**config.mk**
```make
export PLATFORM = sky130hd
export DESIGN_NAME = fifo_write_arbiter_flat
export DESIGN_NICKNAME = d
export VERILOG_FILES = /design/src/rtl/fifo_write_arbiter_if.sv /design/src/rtl/fifo_write_arbiter.sv /design/src/flat_wrapper.sv
export SDC_FILE = /design/constraint.sdc
export NUM_CORES = 1
export LEC_CHECK = 0
export CAP_MARGIN = 20
export CORE_MARGIN = 1
export CORE_UTILIZATION = 27
export CTS_BUF_LIST = sky130_fd_sc_hd__clkbuf_16
export DETAILED_ROUTE_END_ITERATION = 10
export PLACE_DENSITY = 0.88
export SLEW_MARGIN = 20
export SYNTH_ARGS = -nofsm -noshare
export SYNTH_HDL_FRONTEND = slang
export SYNTH_SLANG_ARGS = --single-unit
```
**constraint.sdc**
```tcl
create_clock -name i_clk -period 2.3 [get_ports i_clk]
set_input_delay 0.46 -clock i_clk [delete_from_list [all_inputs] [get_ports i_clk]]
set_output_delay 0.46 -clock i_clk [all_outputs]
set_load 0.005 [all_outputs]
```
**src/rtl/fifo_write_arbiter_if.sv**
```systemverilog
// rtl/fifo_write_arbiter_if.sv - requester lanes and FIFO write port shared by the round-robin arbiter
interface fifo_write_arbiter_if #(
  parameter int N = 4,
  parameter int W = 32
);
  logic [N-1:0]   req;
  logic [N*W-1:0] reqData;
  logic [N-1:0]   ack;
  logic [N-1:0]   grant;
  logic           busy;
  logic           wEn;
  logic [W-1:0]   wData;
  logic           full;

  modport master (
    input  req, reqData, full,
    output ack, grant, busy, wEn, wData
  );

  modport slave (
    output req, reqData, full,
    input  ack, grant, busy, wEn, wData
  );
endinterface

```
**src/rtl/fifo_write_arbiter.sv**
```systemverilog
// rtl/fifo_write_arbiter.sv - round-robin burst arbiter muxing N requesters onto one FIFO write port
module fifo_write_arbiter #(
  parameter int N         = 4,
  parameter int W         = 32,
  parameter int MAX_BURST = 8
) (
  input logic                i_clk,
  input logic                i_rst,
  fifo_write_arbiter_if.master bus
);
  localparam int IW = (N > 1) ? $clog2(N) : 1;
  localparam int CW = $clog2(MAX_BURST + 1);

  typedef enum logic {S_IDLE, S_BURST} state_t;

  state_t          r_state;
  logic [IW-1:0]   r_g;
  logic [IW-1:0]   r_last;
  logic [CW-1:0]   r_cnt;
  logic [N-1:0]    r_grant;

  logic [W-1:0]    w_lanes [N];
  logic            w_req_g;
  logic            w_xfer;
  logic            w_last_word;
  logic [IW-1:0]   w_idx;
  logic [IW-1:0]   w_pick;
  logic [N-1:0]    w_pick_oh;
  logic            w_any_req;

  always_comb begin
    for (int i = 0; i < N; i++) begin
      w_lanes[i] = bus.reqData[i*W +: W];
    end
  end

  assign w_req_g     = bus.req[r_g];
  assign w_xfer      = (r_state == S_BURST) && w_req_g && !bus.full && !i_rst;
  assign w_last_word = (r_cnt == CW'(MAX_BURST - 1));
  assign w_any_req   = |bus.req;

  // Scan from farthest to nearest so the nearest requester after r_last wins.
  always_comb begin
    w_pick = r_last;
    w_idx  = '0;
    for (int k = N; k >= 1; k--) begin
      w_idx = IW'((int'(r_last) + k) % N);
      if (bus.req[w_idx]) begin
        w_pick = w_idx;
      end
    end
    for (int i = 0; i < N; i++) begin
      w_pick_oh[i] = (w_pick == IW'(i));
    end
  end

  always_comb begin
    for (int i = 0; i < N; i++) begin
      bus.ack[i] = w_xfer && (r_g == IW'(i));
    end
  end

  assign bus.wEn   = w_xfer;
  assign bus.wData = w_lanes[r_g];
  assign bus.grant = r_grant;
  assign bus.busy  = (r_state == S_BURST);

  always_ff @(posedge i_clk) begin
    if (i_rst) begin
      r_state <= S_IDLE;
      r_g     <= '0;
      r_last  <= IW'(N - 1);
      r_cnt   <= '0;
      r_grant <= '0;
    end else begin
      case (r_state)
        S_IDLE: begin
          if (w_any_req) begin
            r_g     <= w_pick;
            r_grant <= w_pick_oh;
            r_cnt   <= '0;
            r_state <= S_BURST;
          end
        end
        S_BURST: begin
          if (!w_req_g) begin
            r_state <= S_IDLE;
            r_last  <= r_g;
            r_grant <= '0;
            r_cnt   <= '0;
          end else if (!bus.full) begin
            if (w_last_word) begin
              r_state <= S_IDLE;
              r_last  <= r_g;
              r_grant <= '0;
              r_cnt   <= '0;
            end else begin
              r_cnt <= r_cnt + CW'(1);
            end
          end
        end
        default: begin
          r_state <= S_IDLE;
          r_grant <= '0;
        end
      endcase
    end
  end
endmodule

```
**src/flat_wrapper.sv**
```systemverilog
// flat-port wrapper written by rule: the top's interface ports become plain ports
module fifo_write_arbiter_flat 
#(
  parameter int N         = 4,
  parameter int W         = 32,
  parameter int MAX_BURST = 8
)
  (i_clk, i_rst, bus_req, bus_reqData, bus_full, bus_ack, bus_grant, bus_busy, bus_wEn, bus_wData);
  fifo_write_arbiter_if #(.N(N), .W(W)) bus_i ();
  input logic i_clk;
  input logic i_rst;
  input wire logic [$bits(bus_i.req)-1:0] bus_req;
  input wire logic [$bits(bus_i.reqData)-1:0] bus_reqData;
  input wire logic [$bits(bus_i.full)-1:0] bus_full;
  output wire logic [$bits(bus_i.ack)-1:0] bus_ack;
  output wire logic [$bits(bus_i.grant)-1:0] bus_grant;
  output wire logic [$bits(bus_i.busy)-1:0] bus_busy;
  output wire logic [$bits(bus_i.wEn)-1:0] bus_wEn;
  output wire logic [$bits(bus_i.wData)-1:0] bus_wData;
  assign bus_i.req = bus_req;
  assign bus_i.reqData = bus_reqData;
  assign bus_i.full = bus_full;
  assign bus_ack = bus_i.ack;
  assign bus_grant = bus_i.grant;
  assign bus_busy = bus_i.busy;
  assign bus_wEn = bus_i.wEn;
  assign bus_wData = bus_i.wData;
  fifo_write_arbiter #(.N(N), .W(W), .MAX_BURST(MAX_BURST)) u_core (.i_clk(i_clk), .i_rst(i_rst), .bus(bus_i));
endmodule
```
# Word-level counts from Yosys, hierarchy flattened

Index checks and enable logic that the tools add are counted.

Add/subtract/negate cells: 5
$lt $le $gt $ge: 6
Equal/unequal tests: 12
Muxes and demuxes: 35
Bitwise gates (word level): 2
Reductions and logical operators: 16

Operators by type and width:

| kind                                                        | number |
|---|---|
| binary-select mux 32 bit (select 2 bit)                     | 1 |
| two-way mux 32 bit                                          | 2 |
| two-way mux 4 bit                                           | 8 |
| case mux 4 bit (2 select lines)                             | 2 |
| less-than comparator 2 x 3 -> 1 bit (second input constant) | 5 |
| two-way mux 2 bit                                           | 7 |
| binary-select mux 1 bit (select 2 bit)                      | 5 |
| two-way mux 1 bit                                           | 9 |
| equality test 2 bit (second input constant)                 | 4 |
| logical AND 1 bit                                           | 7 |
| inequality test 3 bit (second input constant)               | 2 |
| AND reduction 3 bit                                         | 2 |
| adder 2 x 1 -> 2 bit (second input constant)                | 2 |
| adder 2 bit (second input constant)                         | 2 |
| adder 4 x 1 -> 4 bit (second input constant)                | 1 |
| equality test 2 x 1 -> 1 bit (second input constant)        | 2 |
| equality test 4 x 3 -> 1 bit (second input constant)        | 1 |
| logical NOT 2 bit                                           | 2 |
| inequality test 2 bit (second input constant)               | 2 |
| AND reduction 2 bit                                         | 2 |
| OR reduction 4 bit                                          | 1 |
| greater-or-equal comparator 3 bit (second input constant)   | 1 |
| inverter 2 -> 3 bit                                         | 1 |
| logical NOT 1 bit                                           | 2 |
| other kinds (3)                                             | 3 |

Register bits: 13
Output and inout bits: 42

# Depth between registers and ports, before layout

Gate-level depths: netlist (run 1).

Depth after elaboration: 10
Gate-level depth with buffers: 5
Gate-level depth less buffers: 5

# Worst setup path before layout (run 1)

Ideal clock, no wire load.

Path kind: input to output
Start: input port bus_req[3]
End: output port bus_ack[3]
Arrival: 1.489 ns
Data required time: 1.840 ns
Slack: 0.351 ns
Cell stages on the path: 4
Path buffers: 1
Cell sequence: mux4_2 > and3_1 > buf_2 > and3_1

Cells in the longest elaborated chain, start to end: 6

Ends and longest elaborated chain:

| element                                 | RTL line                 | RTL |
|---|---|---|
| start, declared                         | flat_wrapper.sv:12       | `input wire logic [$bits(bus_i.req)-1:0] bus_req;` |
| binary-select mux 1 bit (select 2 bit)  | fifo_write_arbiter.sv:37 | `assign w_req_g = bus.req[r_g];` |
| two-way mux 1 bit (not written as such) | fifo_write_arbiter.sv:37 |  |
| logical AND 1 bit (3 in series)         | fifo_write_arbiter.sv:38 | `assign w_xfer = (r_state == S_BURST) && w_req_g && !bus.full && !i_rst;` |
| net bus_wEn                             | flat_wrapper.sv:18       | `output wire logic [$bits(bus_i.wEn)-1:0] bus_wEn;` |
| logical AND 1 bit                       | fifo_write_arbiter.sv:59 | `bus.ack[i] = w_xfer && (r_g == IW'(i));` |
| end, declared                           | flat_wrapper.sv:15       | `output wire logic [$bits(bus_i.ack)-1:0] bus_ack;` |

The timed path passes the listed nets, and every way through them passes these cells. The select of a mux whose other input is x is not followed.

# Worst setup path in the final report (run 1)

Start: input port bus_reqData[119]
End: output port bus_wData[23]

Cells in the longest elaborated chain, start to end: 3

Ends and longest elaborated chain:

| element                                                | RTL line                 | RTL |
|---|---|---|
| start, declared                                        | flat_wrapper.sv:13       | `input wire logic [$bits(bus_i.reqData)-1:0] bus_reqData;` |
| binary-select mux 32 bit (select 2 bit)                | fifo_write_arbiter.sv:64 | `assign bus.wData = w_lanes[r_g];` |
| two-way mux 32 bit (not written as such) (2 in series) | fifo_write_arbiter.sv:64 |  |
| end, declared                                          | flat_wrapper.sv:19       | `output wire logic [$bits(bus_i.wData)-1:0] bus_wData;` |

Every way passes these cells. The select of a mux whose other input is x is not followed.

==> summary.md, run 1 <==
| Metric | Value |
|---|---|
| Synth Area per Inst | `11.4 sq um` |
| Number of CTS-inserted buffers | `3` |
| Final critical-path setup slack | `24.0 ps` |
| # rows | `26` |
| Worst min-delay path category | `reg -> reg` |
| Post-placement cell count | `382` |
| CTS tree | `done` |
| Worst clock skew | `1.32 ps` |
| Number of synthesized flops with an enable pin | `0` |
| Number of nets in the final layout | `458` |
| Utilization of the core after routing | `0.681` |
| Syn. warnings | `0` |
| R2R Path Start | `u_core.r_g[1]` |
| Cell occurring most often along the worst timing path | `clkdlybuf4s50_1` |
| Root cell of the clock tree | `clkbuf_16` |
| # H-tree levels | `1` |
| DRT antenna net count | `0` |
| Launch point of the critical path | `bus_reqData[119]` |
| Worst setup path class | `in -> out` |
| Unique masters post-synth | `34` |
| Vias/cell | `5.19` |
| Maximum number of pins on one net before global-route repair | `39` |
| Power per cell area | `398 nW/um^2` |
| Slowest cell delay on critical path | `480 ps` |
| DR DRC count | `0` |
| Pre-CTS setup slack | `-422 ps` |
| Syn nets | `269` |
| Slew at the pin closest to its max-slew limit | `506 ps` |
| Violation count after the first detailed-routing iteration | `73` |
| Clock-pin transition on the worst setup and hold timing paths | `40 ps` |
| Initial Util | `0.289` |
| Non-Filler Instances | `391` |
| Setup crit start kind | `input pin` |
| Final antenna diode count | `0` |
| Multi-input gate area | `1210 sq um` |
| Routability Congestion | `0.850` |
| Routed vias | `2029` |
| Arrival time at the worst endpoint | `1820 ps` |
| Total of fill cells in the finished design | `425` |
| Type of destination of the critical path | `output pin` |
| Synth Register Bits | `13` |
| Die width | `77.1 um` |
| Average wire length per cell after detail routing | `17.9 um` |
| Clock latency on the worst-skew pair | `240 ps` |
| Via count of the first global-routing pass | `2211` |
| Global-route usage over all layers | `0.235` |
| Cell type with the largest total area after synthesis | `mux4_2` |
| Top Ports | `177` |
| Sum of routed wire length over all layers | `7020 um` |
| First-pass GRT wire length | `10700 um` |
| Quantity of hold-fixing buffers added after cts | `0` |
| Leading register cell type out of synthesis | `dfxtp_1` |
| Buffer levels on the longest clock path | `2` |
| Synth Cell Area | `1520 sq um` |
| Number of search-and-repair iterations in the first detailed-routing pass | `4` |
| Largest vdd supply drop | `0.000219 V` |
| Achievable frequency | `439 MHz` |
| Area of placed instances | `3440 sq um` |
| Critical hold path startpoint | `u_core.bus.grant[0]` |
| Overflow after GRT | `0` |
| Die Height | `77.1 um` |
| Part of the Yosys area used for sequential elements | `0.171` |
| Share of post-route cells with drive strength above 1 | `0.209` |
| RSZ-0062 raised after global routing | `yes` |
| Biggest area contributors in the synthesized netlist | `mux4_2 (49%), dfxtp_1 (17%), nand4b_1 (2.9%)` |
| Fin Hold WS | `500 ps` |
| Number of hold-slack violations in the final timing report | `0` |
| Run status | `complete, no violations` |
| Synth async-reset ratio | `0` |
| Number of port buffers | `176` |
| Antenna violations before repair | `0` |
| DP HPWL | `5790 um` |
| Count of final setup violators | `0` |
| Max Slew Vio Count | `0` |
| Register area | `265 sq um` |
| Tightest slew margin relative to the limit | `0.663` |
| Leakage dissipation | `1.38 nW` |
| Area share of the leading cell type in the synthesized netlist | `0.488` |
| Critical-path maximum fanout | `1` |
| Cells traversed along the worst timing path | `clkdlybuf4s50_1 -> mux4_2 -> clkdlybuf4s50_1` |
| Post-route minimum period | `2280 ps` |
| Area of the core | `5270 sq um` |
| Total non-filler cell area in the finished layout | `3590 sq um` |
| Period utilization | `0.990` |
| Data required time at the worst endpoint | `1840 ps` |
| Clock Sinks | `13` |
| Slowest CP cell | `mux4_2` |
| Number of max-cap violations | `0` |
| Syn-to-layout area delta | `136%` |
| Number of instances in the synthesized netlist | `133` |
| Overall die area | `5940 sq um` |
-- layout by cell type, fill, tap and decap left out, drive strengths merged, types with 3 or more instances in the layout --
| master | n |
|---|---|
| a21oi | 4 |
| and3 | 4 |
| buf | 23 |
| clkbuf | 3 |
| clkdlybuf4s50 | 155 |
| dfxtp | 13 |
| dlygate4sd2 | 10 |
| dlymetal6s2s | 7 |
| inv | 3 |
| mux4 | 33 |
| nand2 | 9 |
| nand2b | 4 |
| nand4b | 5 |
| nor2 | 11 |
| nor2b | 3 |
| o21ai | 7 |
| o31ai | 4 |
-- critical path: cells and delay by family --
kind,cells,cell delay (ps)
buffers and inverters,2,880
muxes,1,480
-- logic make-up after synthesis --
logic type | after synthesis | share of synthesized area
AOI/OAI and AO/OA | 25 | 0.118
adders and majority gates | 1 | 0.00822
buffers and inverters | 13 | 0.0378
DFF | 13 | 0.171
muxes | 33 | 0.488
and+or+nand+nor | 48 | 0.177
-- flip-flops by register name, indices dropped and copies added (netlist names) --
signal,cells
u_core.bus.busy,1
u_core.r_g,2
u_core.bus.grant,4
u_core.r_last,2
u_core.r_cnt,4
-- synthesized netlist by cell type (2+ instances only) --
master / number
a211o_1: 2
a211oi_1: 2
a21oi_1: 4
and3_1: 4
buf_1: 2
buf_2: 4
clkbuf_1: 4
dfxtp_1: 13
inv_1: 2
mux4_2: 33
nand2_1: 9
nand2b_1: 4
nand3_1: 2
nand3b_1: 2
nand4b_1: 5
nor2_1: 10
nor2b_1: 3
nor3_1: 2
o21ai_0: 7
o31ai_1: 4
or2_2: 2
-- area by class of cell --
cell class / count / area share
tap: 70 / 0.0244
inverter: 2 / 0.00209
clock buffer: 3 / 0.0209
multi-input combinational: 107 / 0.337
clock inverter: 1 / 0.00105
timing repair buffer: 195 / 0.541
sequential: 13 / 0.0739
-- routing by layer --
layer / track usage / vias to the layer above / share of wire
li1: - / 929 / -
met1: 0.258 / 985 / 0.36
met2: 0.447 / 104 / 0.55
met3: 0.0536 / 11 / 0.071
met4: 0.0623 / 0 / 0.015
met5: 0 / - / 0
-- through the flow --
step                      total power (W)  setup TNS, ps
after floorplan                  0.000583              0
after global placement            0.00107          -1730
after detailed placement          0.00109          -1840
after CTS                         0.00143          -4.46
after global routing              0.00151          -7.65
final                             0.00143              0
-- path summary, 6_finish.rpt --
| check | endpoint | slack, ps | depth (start not counted) |
|---|---|---|---|
| max reg2reg | u_core.r_last[1] | 590 | 5 |
| min | u_core.bus.grant[0] | 500 | 2 |
| max | bus_wData[23] | 20 | 3 |
| min reg2reg | u_core.bus.grant[0] | 500 | 2 |
-- power breakdown --
part	internal (W)	switching, W
sequential	0.000244	0.0000217
combinational	0.000586	0.000257
clock	0.000229	0.0000919
total	0.00106	0.000370
-- repair_timing --
action                                  4_1_cts  5_1_grt
gates resized for setup                      30        9
cloned                                        1        0
pin swaps                                     1        0
buffers inserted                              0        4
endpoints found under the setup margin       37       19
hold endpoints to repair                      0        0
(Power assumes the default switching activity.)
==> run 2, diff against run 1 <==
Settings changed: SETUP_SLACK_MARGIN from default to 0.15.
==> summary.md, run 2 (synthesized netlist as in run 1, its figures left out) <==
| Metric | Value |
|---|---|
| Post-placement cell count | `382` |
| Routability Congestion | `0.850` |
| First-pass GRT wire length | `11100 um` |
| Top layer used by detailed routing | `met4` |
| Count of final setup violators | `0` |
| Worst setup path class | `reg -> out` |
| # rows | `26` |
| Slowest CP cell | `mux4_2` |
| Utilization of the core after routing | `0.702` |
| Global-route usage over all layers | `0.242` |
| Clock Sinks | `13` |
| Post-layout power | `0.00144 W` |
| Violation count after the first detailed-routing iteration | `81` |
| Fin Hold WS | `503 ps` |
| Critical-path maximum fanout | `7` |
| DR DRC count | `0` |
| Buffers plus inverters on the worst setup path | `3` |
| Share of post-route cells with drive strength above 1 | `0.256` |
| Routed vias | `2069` |
| Buffer levels on the longest clock path | `2` |
| CTS tree | `done` |
| Number of hold-slack violations in the final timing report | `0` |
| Total of fill cells in the finished design | `412` |
| Number of search-and-repair iterations in the first detailed-routing pass | `4` |
| Average wire length per cell after detail routing | `17.8 um` |
| Final antenna diode count | `0` |
| Gate family responsible for the most delay along the worst path | `buffers and inverters` |
| Slowest cell delay on critical path | `490 ps` |
| Initial Util | `0.289` |
| Post-route met1 wirelength | `2660 um` |
| Number of nets in the final layout | `473` |
| Maximum number of pins on one net before global-route repair | `39` |
| Vias/cell | `5.10` |
| Most frequent cells in the layout | `clkdlybuf4s50_1 (135), mux4_2 (33), buf_4 (28)` |
| Area of the core | `5270 sq um` |
| Largest vdd supply drop | `0.000219 V` |
| Die Height | `77.1 um` |
| Period utilization | `0.933` |
| Detail Route met2 WL | `4010 um` |
| Data required time at the worst endpoint | `1840 ps` |
| Run status | `complete, no violations` |
| Antenna violations before repair | `0` |
| Die width | `77.1 um` |
| DP HPWL | `5790 um` |
| Non-Filler Instances | `406` |
| Number of port buffers | `176` |
| Achievable frequency | `466 MHz` |
| Clock latency on the worst-skew pair | `240 ps` |
| Setup crit start kind | `flop` |
| RSZ-0062 raised after global routing | `yes` |
| Overflow after GRT | `0` |
| Sum of routed wire length over all layers | `7210 um` |
| Worst clock skew | `1.52 ps` |
| Post-route minimum period | `2150 ps` |
| DRT antenna net count | `0` |
| Number of max-cap violations | `0` |
| Slew at the pin closest to its max-slew limit | `506 ps` |
| Power per cell area | `390 nW/um^2` |
| Cells traversed along the worst timing path | `buf_4 -> buf_12 -> mux4_2 -> dlygate4sd2_1` |
| Arrival time at the worst endpoint | `1690 ps` |
| Met3 routed WL | `476 um` |
| Max Slew Vio Count | `0` |
| Post-route setup TNS | `0 ps` |
| Quantity of hold-fixing buffers added after cts | `0` |
| Number of CTS-inserted buffers | `3` |
| Tightest slew margin relative to the limit | `0.662` |
| Leakage dissipation | `1.48 nW` |
| Via count of the first global-routing pass | `2239` |
| Worst min-delay path category | `reg -> reg` |
| Commonest non-fill, non-tap cell in the layout | `clkdlybuf4s50_1` |
| Clock-pin transition on the worst setup and hold timing paths | `40 ps` |
| Syn-to-layout area delta | `143%` |
| Type of destination of the critical path | `output pin` |
| Top Ports | `177` |
| # H-tree levels | `1` |
| Root cell of the clock tree | `clkbuf_16` |
| Overall die area | `5940 sq um` |
==> run 2: changes by cell type in the layout (fill, tap and decap cells not counted) <==
cell / delta
and3_1: -1
and3_4: +1
buf_2: -1
buf_4: +14
buf_8: +1
clkbuf_2: +3
clkbuf_8: +1
clkdlybuf4s15_1: +10
clkdlybuf4s50_1: -20
dlygate4sd2_1: +7
==> run 2: report_power, final <==
part	internal (W)	leakage [nW]	total, W	switching, W
logic	0.000591	1.33	0.000859	0.000268
clock network	0.000229	0.0423	0.000320	0.0000912
registers	0.000244	0.107	0.000265	0.0000209
==> run 2: stage by stage <==
step                worst slack (ps)  area [sq um]
CTS                             3.98          3590
finish                           155          3700
global placement                -402          3440
global route                     111          3700
floorplan                        351          1520
detailed placement              -422          3440
==> run 2: final cells by class <==
class | count | area [sq um] | area share
Sequential cell | 13 | 265 | 0.0717
Timing Repair Buffer | 210 | 2050 | 0.553
Inverter | 2 | 7.51 | 0.00203
Clock inverter | 1 | 3.75 | 0.00101
Tap cell | 70 | 87.6 | 0.0237
Clock buffer | 3 | 75.1 | 0.0203
Multi-Input combinational cell | 107 | 1210 | 0.328
==> run 2: path summary, 6_finish.rpt <==
| check | startpoint | end | slack (ps) | cells after the start |
|---|---|---|---|---|
| worst min-delay path | u_core.bus.grant[0] | u_core.bus.grant[0] | 500 | 2 |
| worst max register to register | u_core.r_g[1] | u_core.bus.grant[1] | 590 | 5 |
| worst min register to register | u_core.bus.grant[0] | u_core.bus.grant[0] | 500 | 2 |
| worst max-delay path | u_core.r_g[0] | bus_wData[16] | 150 | 4 |
==> run 2: repair_timing <==
item	4_1_cts	5_1_grt
gates resized for setup	53	27
pin swaps	1	1
gates cloned	1	0
setup endpoints to repair	37	23
setup buffers	9	10
==> run 2: worst reg2reg max path, stage by stage (launching register included) <==
cell and delay (ps):
dfxtp_2 350, mux4_2 540, buf_4 180, a21boi_4 210, nor2_2 90, o31ai_1 250
==> run 2: per-layer routing <==
layer | track usage | up-vias
li1 | - | 957
met1 | 0.267 | 1007
met2 | 0.470 | 97
met3 | 0.0548 | 8
met4 | 0.0472 | 0
met5 | 0 | -
==> run 3, diff against run 2 <==
Settings changed: ABC_CLOCK_PERIOD_IN_PS from default to 2300, GPL_TIMING_DRIVEN from default to 0, TNS_END_PERCENT from default to 100.
==> summary.md, run 3 (synthesized netlist as in run 1, its figures left out) <==
| Metric | Value |
|---|---|
| Number of CTS-inserted buffers | `3` |
| Via count of the first global-routing pass | `2176` |
| FF-to-FF setup slack | `610 ps` |
| Leakage dissipation | `1.36 nW` |
| Layer with the highest usage after global routing | `met2` |
| Quantity of hold-fixing buffers added after cts | `0` |
| DP HPWL | `6020 um` |
| Vias/cell | `5.18` |
| Arrival time at the worst endpoint | `1690 ps` |
| Routability Congestion | `0.795` |
| Number of max-cap violations | `0` |
| Fraction of met3 tracks used by global routing | `0.0464` |
| Antenna violations before repair | `0` |
| Syn-to-layout area delta | `134%` |
| Clock Sinks | `13` |
| Non-Filler Instances | `393` |
| CTS tree | `done` |
| Sum of routed wire length over all layers | `7200 um` |
| Worst min-delay path category | `reg -> reg` |
| Most frequent cells in the layout | `clkdlybuf4s50_1 (133), mux4_2 (33), clkdlybuf4s15_1 (16)` |
| RSZ-0062 raised after global routing | `yes` |
| Post-layout power | `0.00141 W` |
| Type of destination of the critical path | `output pin` |
| CP Capture Point | `bus_ack[0]` |
| Power per cell area | `396 nW/um^2` |
| Power Internal | `0.00103 W` |
| Largest vdd supply drop | `0.000269 V` |
| Count of final setup violators | `0` |
| Initial Util | `0.289` |
| Maximum number of pins on one net before global-route repair | `11` |
| Sequential share of power | `0.185` |
| Met2 layer usage reported by global route | `0.469` |
| Buffer levels on the longest clock path | `2` |
| Pre-CTS setup slack | `-641 ps` |
| DRT antenna net count | `0` |
| Run status | `complete, no violations` |
| Setup crit start kind | `flop` |
| Average wire length per cell after detail routing | `18.3 um` |
| Total non-filler cell area in the finished layout | `3560 sq um` |
| Post-placement cell count | `379` |
| Final antenna diode count | `0` |
| Root cell of the clock tree | `clkbuf_16` |
| Max Slew Vio Count | `0` |
| # rows | `26` |
| Clock-pin transition on the worst setup and hold timing paths | `40 ps` |
| Clock group share of total power | `0.229` |
| Number of hold-slack violations in the final timing report | `0` |
| Number of port buffers | `176` |
| Global-route usage over all layers | `0.236` |
| Achievable frequency | `464 MHz` |
| Area of placed instances | `3370 sq um` |
| First-pass GRT wire length | `10800 um` |
| Slew at the pin closest to its max-slew limit | `506 ps` |
| Share of post-route cells with drive strength above 1 | `0.251` |
| Critical register-to-register path endpoint | `u_core.r_last[1]` |
| Launch point of the critical path | `u_core.r_g[1]` |
| Met1 routing resource usage after global routing | `0.248` |
| Routed vias | `2037` |
| Worst clock skew | `1.64 ps` |
| Number of nets in the final layout | `460` |
| Worst-case reg-to-reg path depth | `5` |
| Fin Hold WS | `498 ps` |
| DR DRC count | `0` |
| Tightest slew margin relative to the limit | `0.663` |
| P_sw | `0.000381 W` |
| Worst setup path class | `reg -> out` |
| # H-tree levels | `1` |
| R2R Path Start | `u_core.r_g[1]` |
| Period utilization | `0.937` |
| Commonest non-fill, non-tap cell in the layout | `clkdlybuf4s50_1` |
| Data required time at the worst endpoint | `1840 ps` |
| Top Ports | `177` |
| Number of search-and-repair iterations in the first detailed-routing pass | `4` |
| Clock latency on the worst-skew pair | `240 ps` |
| Share of power burned in combinational logic | `0.586` |
| Switching share of power | `0.270` |
| Area of the core | `5270 sq um` |
| Critical-path maximum fanout | `7` |
| Final critical-path setup slack | `146 ps` |
| Violation count after the first detailed-routing iteration | `67` |
| Total of fill cells in the finished design | `438` |
| Overall die area | `5940 sq um` |
| Die Height | `77.1 um` |
| Overflow after GRT | `0` |
| Die width | `77.1 um` |
| Post-route minimum period | `2150 ps` |
## run 3: cell types whose count changed in the layout (fill, tap and decap cells not counted), sizes merged
cell,delta
dlygate4sd2,-8
clkbuf,+4
clkdlybuf4s50,-2
dlymetal6s2s,-5
clkdlybuf4s15,+6
buf,-8
## run 3: how the worst min path moves through the flow
stage                                    from                  end  slack, ps  depth (start not counted)
final                     u_core.bus.grant[1]  u_core.bus.grant[1]        500                          2
after global routing      u_core.bus.grant[1]  u_core.bus.grant[1]        540                          2
after CTS                 u_core.bus.grant[1]  u_core.bus.grant[1]        500                          2
after detailed placement  u_core.bus.grant[1]  u_core.bus.grant[1]        490                          2
after global placement        u_core.r_cnt[1]      u_core.r_cnt[1]        490                          2
after floorplan               u_core.r_cnt[1]      u_core.r_cnt[1]        470                          2
## run 3: cell type report
type / count / area [sq um] / share of cell area
Clock inverter: 1 / 3.75 / 0.00105
Timing Repair Buffer: 186 / 1790 / 0.501
Inverter: 2 / 7.51 / 0.00211
Multi-Input combinational cell: 107 / 1220 / 0.342
Buffer: 11 / 119 / 0.0334
Tap cell: 70 / 87.6 / 0.0246
Sequential cell: 13 / 265 / 0.0745
Clock buffer: 3 / 75.1 / 0.0211
## run 3: power groups by stage
stage               clock (W)  combinational [W]  sequential, W
CTS                  0.000326           0.000809       0.000261
detailed placement          0           0.000813       0.000261
floorplan                   0           0.000324       0.000258
global route         0.000335           0.000882       0.000262
global placement            0           0.000793       0.000261
finish               0.000323           0.000827       0.000261
## run 3: routing by layer
layer / wire length [um] / part of all wire / vias up
met5: 0 / 0 / -
met1: 2530 / 0.35 / 976
met2: 4030 / 0.56 / 111
met4: 124 / 0.017 / 0
met3: 523 / 0.073 / 14
li1: - / - / 936
## run 3: worst max-delay path, cell delays in order, from the launching register on
cell,delay (ps)
dfxtp_2,340
mux4_2,530
and3_4,190
buf_6,120
nor3b_2,140
buf_2,120
## run 3: stage by stage
stage / utilization / TNS (ps)
3_3_place_gp: 0.640 / -5870
5_1_grt: 0.676 / 0
4_1_cts: 0.666 / 0
2_1_floorplan: - / 0
3_5_place_dp: 0.640 / -6450
6_report: 0.676 / 0
## run 3: what timing repair did
action	in CTS	in global routing
buffers inserted	8	1
pin swaps	2	1
endpoints found under the hold margin	0	0
endpoints found under the setup margin	37	25
gates resized for setup	111	24
gates cloned	0	1
